`config.mk`:
```
export PLATFORM = sky130hd
export DESIGN_NAME = comp_acum_result
export DESIGN_NICKNAME = d
export VERILOG_FILES = /design/src/rtl/comp_acum_result.sv
export SDC_FILE = /design/constraint.sdc
export NUM_CORES = 1
export LEC_CHECK = 0
export BUFFER_PORTS_ARGS = -buffer_cell sky130_fd_sc_hd__buf_2
export CELL_PAD_IN_SITES_DETAIL_PLACEMENT = 1
export CELL_PAD_IN_SITES_GLOBAL_PLACEMENT = 1
export CORE_MARGIN = 2
export CORE_UTILIZATION = 38
export DETAILED_ROUTE_END_ITERATION = 6
export PLACE_DENSITY_LB_ADDON = 0.1
export SKIP_CTS_REPAIR_TIMING = 1
export SLEW_MARGIN = 20
export SYNTH_ARGS = -nofsm -noshare
export SYNTH_HDL_FRONTEND = slang
export SYNTH_SLANG_ARGS = --single-unit
```
`constraint.sdc`:
```
create_clock -name i_Clk -period 2.13 [get_ports i_Clk]
set_clock_uncertainty 0.05 [all_clocks]
set_input_delay 0 -clock i_Clk [delete_from_list [all_inputs] [get_ports i_Clk]]
set_output_delay 0 -clock i_Clk [all_outputs]
set_load 0.05 [all_outputs]
```
`src/rtl/comp_acum_result.sv`:
```
// comp_acum_result: windowed accumulator of comparator results.
// Counts how many samples of a WIN-sample window were "mayor", "igual" or
// "menor" (one-hot flags from the upstream comparator), flags non-one-hot
// samples, and pulses o_Done one cycle after the last sample of the window.
//
// Ports:
//   i_Clk                  rising-edge clock
//   i_Rst                  synchronous active-high reset (wins over i_Start)
//   i_Start                starts a window (only honoured in IDLE)
//   i_Valid                the flag triple is a sample this cycle
//   i_Mayor/i_Igual/i_Menor comparator flags, expected one-hot
//   o_CntMayor/Igual/Menor per-class counts, saturating at 2^CW-1
//   o_Busy                 high while the window is being accumulated
//   o_Done                 one-cycle end-of-window pulse
//   o_Error                sticky: a sample was not one-hot
//   o_Mayoria              (only with COMP_ACUM_MAYORIA_EN) majority class
//                          01=mayor, 10=menor, 11=igual, 00=tie
//
// Optional feature macro: COMP_ACUM_MAYORIA_EN
module comp_acum_result #(
    parameter int CW  = 8,
    parameter int WIN = 16
) (
    input  logic          i_Clk,
    input  logic          i_Rst,
    input  logic          i_Start,
    input  logic          i_Valid,
    input  logic          i_Mayor,
    input  logic          i_Igual,
    input  logic          i_Menor,
    output logic [CW-1:0] o_CntMayor,
    output logic [CW-1:0] o_CntIgual,
    output logic [CW-1:0] o_CntMenor,
    output logic          o_Busy,
    output logic          o_Done,
`ifdef COMP_ACUM_MAYORIA_EN
    output logic          o_Error,
    output logic [1:0]    o_Mayoria
`else
    output logic          o_Error
`endif
);
    localparam int SW = $clog2(WIN + 1);

    typedef enum logic [1:0] {IDLE, CONT, FIN} state_t;

    state_t        state, state_nxt;
    logic [SW-1:0] smp, smp_nxt;
    logic [CW-1:0] may_nxt, igu_nxt, men_nxt;
    logic          err_nxt;
    logic          sample, last, one_hot;

    function automatic logic [CW-1:0] sat_inc(input logic [CW-1:0] v);
        return (v == '1) ? v : v + CW'(1);
    endfunction

    assign sample  = (state == CONT) && i_Valid;
    assign last    = sample && (smp == SW'(WIN - 1));
    assign one_hot = {i_Mayor, i_Igual, i_Menor} inside {3'b100, 3'b010, 3'b001};
    assign o_Busy  = (state == CONT);
    assign o_Done  = (state == FIN);

    always_comb begin
        state_nxt = state;
        smp_nxt   = smp;
        may_nxt   = o_CntMayor;
        igu_nxt   = o_CntIgual;
        men_nxt   = o_CntMenor;
        err_nxt   = o_Error;
        if (state == IDLE) begin
            if (i_Start) begin
                state_nxt = CONT;
                smp_nxt   = '0;
                may_nxt   = '0;
                igu_nxt   = '0;
                men_nxt   = '0;
                err_nxt   = 1'b0;
            end
        end else if (state == CONT) begin
            if (sample) begin
                smp_nxt   = smp + SW'(1);
                state_nxt = last ? FIN : CONT;
                if (one_hot) begin
                    may_nxt = i_Mayor ? sat_inc(o_CntMayor) : o_CntMayor;
                    igu_nxt = i_Igual ? sat_inc(o_CntIgual) : o_CntIgual;
                    men_nxt = i_Menor ? sat_inc(o_CntMenor) : o_CntMenor;
                end else begin
                    err_nxt = 1'b1;
                end
            end
        end else begin
            // FIN, and recovery from the unused encoding
            state_nxt = IDLE;
        end
    end

    always_ff @(posedge i_Clk) begin
        if (i_Rst) begin
            state      <= IDLE;
            smp        <= '0;
            o_CntMayor <= '0;
            o_CntIgual <= '0;
            o_CntMenor <= '0;
            o_Error    <= 1'b0;
        end else begin
            state      <= state_nxt;
            smp        <= smp_nxt;
            o_CntMayor <= may_nxt;
            o_CntIgual <= igu_nxt;
            o_CntMenor <= men_nxt;
            o_Error    <= err_nxt;
        end
    end

`ifdef COMP_ACUM_MAYORIA_EN
    // Strictly largest count wins; any tie for the top is reported as 00.
    function automatic logic [1:0] majority(input logic [CW-1:0] m, i, l);
        if (m > i && m > l) return 2'b01;
        if (l > m && l > i) return 2'b10;
        if (i > m && i > l) return 2'b11;
        return 2'b00;
    endfunction

    // Evaluated on the counts that include the final sample, so the value
    // is valid in the same cycle o_Done is high.
    always_ff @(posedge i_Clk) begin
        if (i_Rst)
            o_Mayoria <= 2'b00;
        else if (state == IDLE && i_Start)
            o_Mayoria <= 2'b00;
        else if (last)
            o_Mayoria <= majority(may_nxt, igu_nxt, men_nxt);
    end
`endif

endmodule

```
---- After elaboration in Yosys (flattened, before gate mapping) ----
Cells that the tools add are included.
cells by class
  reductions and logical operators ........ 16
  mux-type cells .......................... 33
  equality and inequality tests ........... 15
  $add $sub $neg .......................... 4
operator list
  operator                                       count
  2-to-1 mux 8 bit                               19
  adder 8 x 1 -> 8 bit, second input constant    3
  == test 8 bit, second input constant           3
  2-to-1 mux 5 bit                               4
  AND reduction 6 bit                            3
  nonzero test 2 bit                             6
  2-to-1 mux 2 bit                               5
  != test 2 bit, second input constant           4
  adder 5 x 1 -> 5 bit, second input constant    1
  == test 5 x 4 -> 1 bit, second input constant  1
  2-to-1 mux 1 bit                               5
  AND reduction 4 bit                            1
  == test 3 x 1 -> 1 bit, second input constant  1
  == test 3 x 2 -> 1 bit, second input constant  1
  == test 3 bit, second input constant           1
  != test 3 x 1 -> 1 bit, second input constant  1
  AND reduction 3 bit                            1
  nonzero test 3 bit                             1
  == test 2 x 1 -> 1 bit, second input constant  1
  == test 2 bit, second input constant           1
  logical AND 1 bit                              2
  logical NOT 2 bit                              1
  != test 2 x 1 -> 1 bit, second input constant  1
  AND reduction 2 bit                            1
word-level totals
  register bits after elaboration ......... 32
  output and inout bits ................... 27
  logic and storage cells ................. 74

---- Logic depth before layout (Yosys ltp) ----
Gate-level depths: netlist of run 1.
  depth in word-level cells ............... 7
  depth in mapped cells ................... 7

---- Worst setup path after synthesis of run 1 ----
No wires, ideal clock.
  kind .................................... register to register
  from .................................... register o_CntMenor[0]
  to ...................................... register o_CntMenor[7]
  path slack .............................. 184 ps
  stages on the path, launching flop included .. 8
  arrival time ............................ 1760 ps
  clock period less this slack ............ 1946 ps
  buffers on the path ..................... 1
  setup time .............................. 136 ps
  path through ............................ dfxtp_1 -> ha_1 -> and3_1 -> nand2_1 -> nand2_2 -> buf_2 -> o311ai_0 -> nand3_1
on the way
  cells in the longest elaborated chain, start to end .. 7
ends and longest elaborated chain
  element                 RTL line  RTL
  start, declared         33        output logic [CW-1:0] o_CntMenor,
  start signal, assigned  110       o_CntMenor <= men_nxt;
  adder 8 x 1 -> 8 bit    54        return (v == '1) ? v : v + CW'(1);
  2-to-1 mux 8 bit        54
  2-to-1 mux 8 bit        86        men_nxt = i_Menor ? sat_inc(o_CntMenor) : o_CntMenor;
  2-to-1 mux 8 bit        83        if (one_hot) begin
  2-to-1 mux 8 bit        80        if (sample) begin
  2-to-1 mux 8 bit        79        end else if (state == CONT) begin
  2-to-1 mux 8 bit        70        if (state == IDLE) begin
Parallel ways exist; a longest one is shown, timed or not. The select of a mux whose other input is x is not followed.
A chain may end at the register's enable or synchronous reset.

---- Final worst setup path of run 1 ----
  from .................................... register state[0]
  to ...................................... register o_CntMayor[3]
on the way
  cells in the longest elaborated chain, start to end .. 4
ends and longest elaborated chain
  element                        RTL line  RTL
  start, declared                47        state_t state, state_nxt;
  start signal, assigned         106       state <= state_nxt;
  == test 2 x 1 -> 1 bit         57, 79
  logical AND 1 bit              57        assign sample = (state == CONT) && i_Valid;
  nonzero test 2 bit (no line)   n/a
  AND reduction 6 bit (no line)  n/a
  end signal, assigned           108       o_CntMayor <= may_nxt;
  end, declared                  31        output logic [CW-1:0] o_CntMayor,
Parallel ways exist; a longest one is shown, timed or not.

==> results of run 1 <==
==> registers in the layout, summed over array words and instances, names as in the netlist <==
| name | count |
|---|---|
| o_Error | 1 |
| state | 2 |
| o_CntMayor | 8 |
| smp | 5 |
| o_CntIgual | 8 |
| o_CntMenor | 8 |
==> cells in the mapped netlist (all sizes together), types with 2 or more instances <==
library cell and instances:
or2 3, or4 2, buf 3, xor2 2, nand2 14, a31oi 2, nor3 2, ha 5
o31ai 7, and4 3, o311ai 2, o21a 2, and3 5, o21ai 17, nand4 8, nand3 21
clkbuf 4, nor2 26, inv 8, a21oi 11, o211ai 6, nand4b 4, dfxtp 32, or3 4
==> where the power goes <==
group          leakage [nW]  total [W]  internal (W)  switching, W
logic                 0.534   0.000126     0.0000402     0.0000853
registers             0.258   0.000609      0.000603    0.00000597
clock network        0.0503   0.000511      0.000288      0.000223
==> through the flow <==
step / std cells / worst slack [ns] / total power, W / util, % / hold slack (ns)
final: 299 / 0.171 / 0.00125 / 46.9 / -0.0254
after global routing: 299 / 0.0192 / 0.00130 / 46.9 / 0.00405
after CTS: 299 / 0.142 / 0.00126 / 46.9 / -0.0350
after detailed placement: 292 / 0.175 / 0.000749 / 44.7 / 0.270
after global placement: 292 / 0.234 / 0.000747 / 44.7 / 0.268
after floorplan: 210 / 0.184 / 0.000710 / - / 0.0885
==> area by class of cell <==
type	instances	area share, %
clock buffer	7	4.68
inverter	8	1.46
multi-input combinational	163	50.1
sequential	32	31.1
tap	52	3.16
timing repair buffer	37	9.49
==> worst max-delay path: cells and delay by family, from the launching register on <==
family	cells	cell delay, ns
AO/OA/AOI/OAI	3	0.70
multiplexers	1	0.55
flip-flops	1	0.47
AND/OR/NAND/NOR	1	0.09
==> layout by cell type, fill, tap and decap left out, types with 7 or more instances in the layout <==
master     n
a21oi_1   11
buf_2     33
clkbuf_8   7
dfxtp_1   32
inv_1      8
nand2_1   11
nand3_1   21
nand4_1    8
nor2_1    26
o21ai_0   17
o31ai_1    7
==> final timing paths <==
kind | startpoint | end | slack [ns] | cells past startpoint
worst max-delay path | state[0]$_SDFFE_PP0P_ | o_CntMayor[3]$_SDFFE_PP0P_ | 0.17 | 5
worst min register to register | o_Error$_SDFFE_PP0P_ | o_Error$_SDFFE_PP0P_ | 0.42 | 2
worst min-delay path | i_Valid | state[1]$_SDFFE_PP0P_ | -0.03 | 3
worst max register to register | state[0]$_SDFFE_PP0P_ | o_CntMayor[3]$_SDFFE_PP0P_ | 0.17 | 5
==> cell families after synthesis <==
kind of cell	synth area share, %
and+or+nand+nor	32.1
AOI/OAI and AO/OA	20.8
DFF	37.0
buffers and inverters	3.61
adders and majority gates	3.61
xor gates and xnor gates	1.52
muxes	1.44
==> routing by layer <==
layer	global-route usage (%)	wire length (µm)	vias up
li1	-	-	860
met4	3.77	41	0
met1	25.5	2200	790
met2	28.3	1930	28
met5	0	0	-
met3	4.78	172	5
==> summary.log, run 1 <==
[synth] number of synthesized register bits 32
[placement] half-perimeter wire length of the detailed placement result 3.25 mm
[timing] setup repair after global routing missed its margin false
[finish] share of cells above drive strength 1 23.1%
[global_routing] vias in the first global route 1596
[clocking] clock latency on the worst-skew pair 0.28 ns
[timing] final setup violation count 0
[timing] final worst path period share 92.0%
[timing] Worst Tran Pin Value 0.544 ns
[synth] Avg Inst Size Synth 8.25 µm²
[synth] post-synth cell types 45
[clocking] clock sink total 32
[clocking] Max Root-Sink Buffers 2
[drt] wire length per cell after detailed routing 14.5 µm
[setup_path] Worst setup SP type register
[synth] net count of the mapped netlist 222
[timing] worst hold slack -0.0254 ns
[synth] synthesized cell area 0.00173 mm²
[drt] post-DR vias/cell 5.63
[placement] placement-stage cell area 0.00196 mm²
[synth] Synthesis Warnings 0
[timing] Hold Fails Final Rpt 2
[synth] main area contributors after synthesis dfxtp_1 37%, nand3_1 6.1%, nor2_1 5.6%
[drt] Detailed Route Iter0 Violations 54
[timing] max-slew headroom at the worst pin 63.0%
[finish] footprint of the multi-input gates 0.00103 mm²
[finish] Area growth, synth to finish 18.7%
[flow_run] number of maximum-capacitance violations 0
[finish] Filler Cell Count 546
[setup_path] worst setup path category register to register
[drt] Antenna Nets Post-Route 0
[global_routing] first-pass GRT wire length 7.52 mm
[power] static leakage power 0.843 nW
[timing] final total negative setup slack 0 ns
[finish] number of antenna repair diodes 0
[die] die area 0.00512 mm²
[setup_path] data arrival time of the critical path 2.11 ns
[clocking] CTS Buf Count 5
[drt] final wirelength 4.34 mm
[clocking] clock slew seen by the registers of the worst setup and hold paths 0.07 ns
[finish] FF+latch area 641 µm²
[timing] peak clock frequency supported by timing 510 MHz
[run_status] violated checks negative hold slack
[min_path] type of the tightest min-delay check input port to register
[synth] number of enable flip-flop cells after synthesis 0
[clocking] maximum level of the CTS H-tree 2
[clocking] clock root cell clkbuf_8
[setup_path] library cell contributing the largest single delay on the critical path mux2i_2
[power] cell area power density 606 mW/mm²
[timing] time the worst path needs with I/O delays and setup 1.96 ns
[synth] async set-or-reset flop fraction in the synthesized netlist 0%
[synth] leading register cell type out of synthesis dfxtp_1
[finish] net count of the finished layout 259
[timing] max-slew violations 0
[setup_path] Critical Path RT 2.28 ns
[setup_path] series of cell instances along the critical path mux2i_2 -> nor4_4 -> a21oi_1 -> o21ai_0 -> o31ai_1
[setup_path] Largest stage delay, worst path 0.55 ns
[die] vertical die dimension 71.5 µm
[clocking] CTS tree yes
[drt] Initial DRT Pass Iterations 7
[synth] cell taking the most area after synthesis dfxtp_1
[placement] Placer Congestion 0.821
[drt] total via count after detailed routing 1683
[die] IO Count 34
[die] die width 71.5 µm
[die] initial core utilization 39.5%
[global_routing] total track usage 18.2%
[synth] gate count of the mapped netlist 210
[synth] area share of the leading cell type in the synthesized netlist 37.0%
[setup_path] kind of end point of the critical path register
[run_status] run status finished with violations
[global_routing] antenna violations before repair 0
[die] total core area 0.00438 mm²
[setup_path] highest fanout seen on the critical path 7
[placement] count of buffers from port buffering 33
[synth] sequential element share of the synthesized area 37.0%
[die] Rows 24
[finish] post-route standard cell area excluding fillers 0.00206 mm²
[drt] number of remaining DRC errors 0
[power] Worst IR Drop VDD 0.250 mV
[global_routing] pin count of the biggest net entering global routing 14
[global_routing] overflow left after global routing 0
Note: power is estimated with default switching activity, not from simulation.
==> inputs of run 2 (changes only) <==
Clock period 2.13 ns to 2.1 ns, I/O delays scaled along.
==> run 2 against run 1 <==
The run still ends with negative hold slack left. Count of clock-buffer cells in the layout is 1 higher. Setup slack better by 0.037 ns. Register-to-register slack better by 0.04 ns. Global-route usage is 0.17 points higher. Core utilization is 0.54 points higher. Cell count is 1.0% higher. Combinational power is 5% higher. Non-clock buffer count is 2 higher. First-iteration DRC count is 19% higher. Largest cell class unchanged.
==> summary.log, run 2 (same netlist as run 1, synthesis figures left out) <==
[setup_path] Critical Path RT 2.25 ns
[finish] net count of the finished layout 261
[clocking] clock root cell clkbuf_8
[die] total core area 0.00438 mm²
[setup_path] worst setup path category register to register
[finish] most common cell after layout, fill and taps aside buf_2
[die] vertical die dimension 71.5 µm
[finish] most frequent cells in the layout 33 x buf_2, 32 x dfxtp_1, 26 x nor2_1
[timing] time the worst path needs with I/O delays and setup 1.89 ns
[timing] minimum setup slack in the final design 0.208 ns
[drt] wire length per cell after detailed routing 14.4 µm
[drt] Antenna Nets Post-Route 0
[finish] FF+latch area 641 µm²
[timing] final setup violation count 0
[finish] Filler Cell Count 546
[setup_path] Worst setup SP type register
[finish] Largest regs o_CntIgual: 8 flops, o_CntMayor: 8 flops, o_CntMenor: 8 flops
[placement] placement-stage cell area 0.00197 mm²
[placement] half-perimeter wire length of the detailed placement result 3.20 mm
[power] static leakage power 0.849 nW
[global_routing] vias in the first global route 1614
[drt] Initial DRT Pass Iterations 4
[finish] footprint of the multi-input gates 0.00104 mm²
[die] die area 0.00512 mm²
[global_routing] overflow left after global routing 0
[clocking] maximum level of the CTS H-tree 2
[setup_path] highest fanout seen on the critical path 8
[placement] count of buffers from port buffering 33
[timing] max-slew violations 0
[placement] Placer Congestion 0.832
[timing] Worst Tran Pin Value 0.451 ns
[power] Worst IR Drop VDD 0.378 mV
[finish] post-route standard cell area excluding fillers 0.00208 mm²
[finish] Area growth, synth to finish 20.1%
[clocking] clock latency on the worst-skew pair 0.29 ns
[run_status] run status finished with violations
[flow_run] number of maximum-capacitance violations 0
[drt] post-DR vias/cell 5.57
[timing] worst hold slack -0.00621 ns
[clocking] clock sink total 32
[finish] share of cells above drive strength 1 23.2%
[timing] final total negative setup slack 0 ns
[die] IO Count 34
[power] cell area power density 601 mW/mm²
[timing] final worst path period share 90.1%
[clocking] Max Root-Sink Buffers 2
[run_status] violated checks negative hold slack
[clocking] CTS Buf Count 5
[timing] Hold Fails Final Rpt 3
[global_routing] total track usage 18.4%
[setup_path] kind of end point of the critical path register
[clocking] CTS tree yes
[finish] number of antenna repair diodes 0
[timing] setup repair after global routing missed its margin false
[timing] peak clock frequency supported by timing 528 MHz
[min_path] type of the tightest min-delay check input port to register
[drt] final wirelength 4.34 mm
[drt] number of remaining DRC errors 0
[drt] Detailed Route Iter0 Violations 64
[die] Rows 24
[global_routing] first-pass GRT wire length 7.58 mm
[global_routing] pin count of the biggest net entering global routing 14
[die] die width 71.5 µm
[drt] total via count after detailed routing 1682
[die] initial core utilization 39.5%
[clocking] clock slew seen by the registers of the worst setup and hold paths 0.07 ns
[setup_path] data arrival time of the critical path 2.04 ns
[global_routing] antenna violations before repair 0
[placement] worst-case setup slack after placement 0.178 ns
[timing] max-slew headroom at the worst pin 70.0%
-- run 2: cell count changes in the layout (fill, tap and decap cells not counted) --
cell,before,now
mux2i_4,0,1
clkbuf_1,0,2
a21oi_2,0,1
dlygate4sd3_1,0,1
buf_4,4,5
mux2i_2,1,0
a21oi_1,11,10
clkbuf_8,7,6
-- run 2: layout make-up --
type	count	share of cell area, %
Inverter	8	1.44
Multi-Input combinational cell	163	50.1
Tap cell	52	3.13
Clock buffer	8	4.33
Timing Repair Buffer	39	10.2
Sequential cell	32	30.8
-- run 2: power by group --
| part | switching (W) | total, W | internal, W |
|---|---|---|---|
| Combinational | 0.0000869 | 0.000132 | 0.0000451 |
| Clock | 0.000234 | 0.000501 | 0.000267 |
| Sequential | 0.00000619 | 0.000618 | 0.000612 |
-- run 2: metrics by stage --
step | util, % | cells | hold slack [ns] | power, W
floorplan | - | 210 | 0.0885 | 0.000720
global placement | 44.9 | 293 | 0.268 | 0.000760
detailed placement | 44.9 | 293 | 0.268 | 0.000759
CTS | 46.9 | 301 | -0.0362 | 0.00126
global route | 47.5 | 302 | 0.0123 | 0.00131
finish | 47.5 | 302 | -0.00621 | 0.00125
-- run 2: worst paths after layout --
kind / startpoint / to / slack [ns] / depth (start not counted)
hold / removal: i_Rst / smp[4]$_SDFFE_PP0P_ / -0.006 / 2
hold reg to reg: o_Error$_SDFFE_PP0P_ / o_Error$_SDFFE_PP0P_ / 0.42 / 2
setup / recovery: state[0]$_SDFFE_PP0P_ / o_CntMayor[3]$_SDFFE_PP0P_ / 0.21 / 5
setup reg to reg: state[0]$_SDFFE_PP0P_ / o_CntMayor[3]$_SDFFE_PP0P_ / 0.21 / 5
-- run 2: worst max-delay path, stage by stage (launching register included) --
cell     delay [ns]
dfxtp_1        0.39
mux2i_4        0.26
nor4_4         0.30
nand2_2        0.18
or3_4          0.39
o31ai_1        0.23
-- run 2: routing by layer --
layer  vias up  global-route usage, %  share of wire, %
li1        859                      -                 -
met1       786                   25.2                52
met2        28                   28.3                43
met3         9                   3.94               3.9
met4         0                   7.13               1.7
met5         -                      0                 0
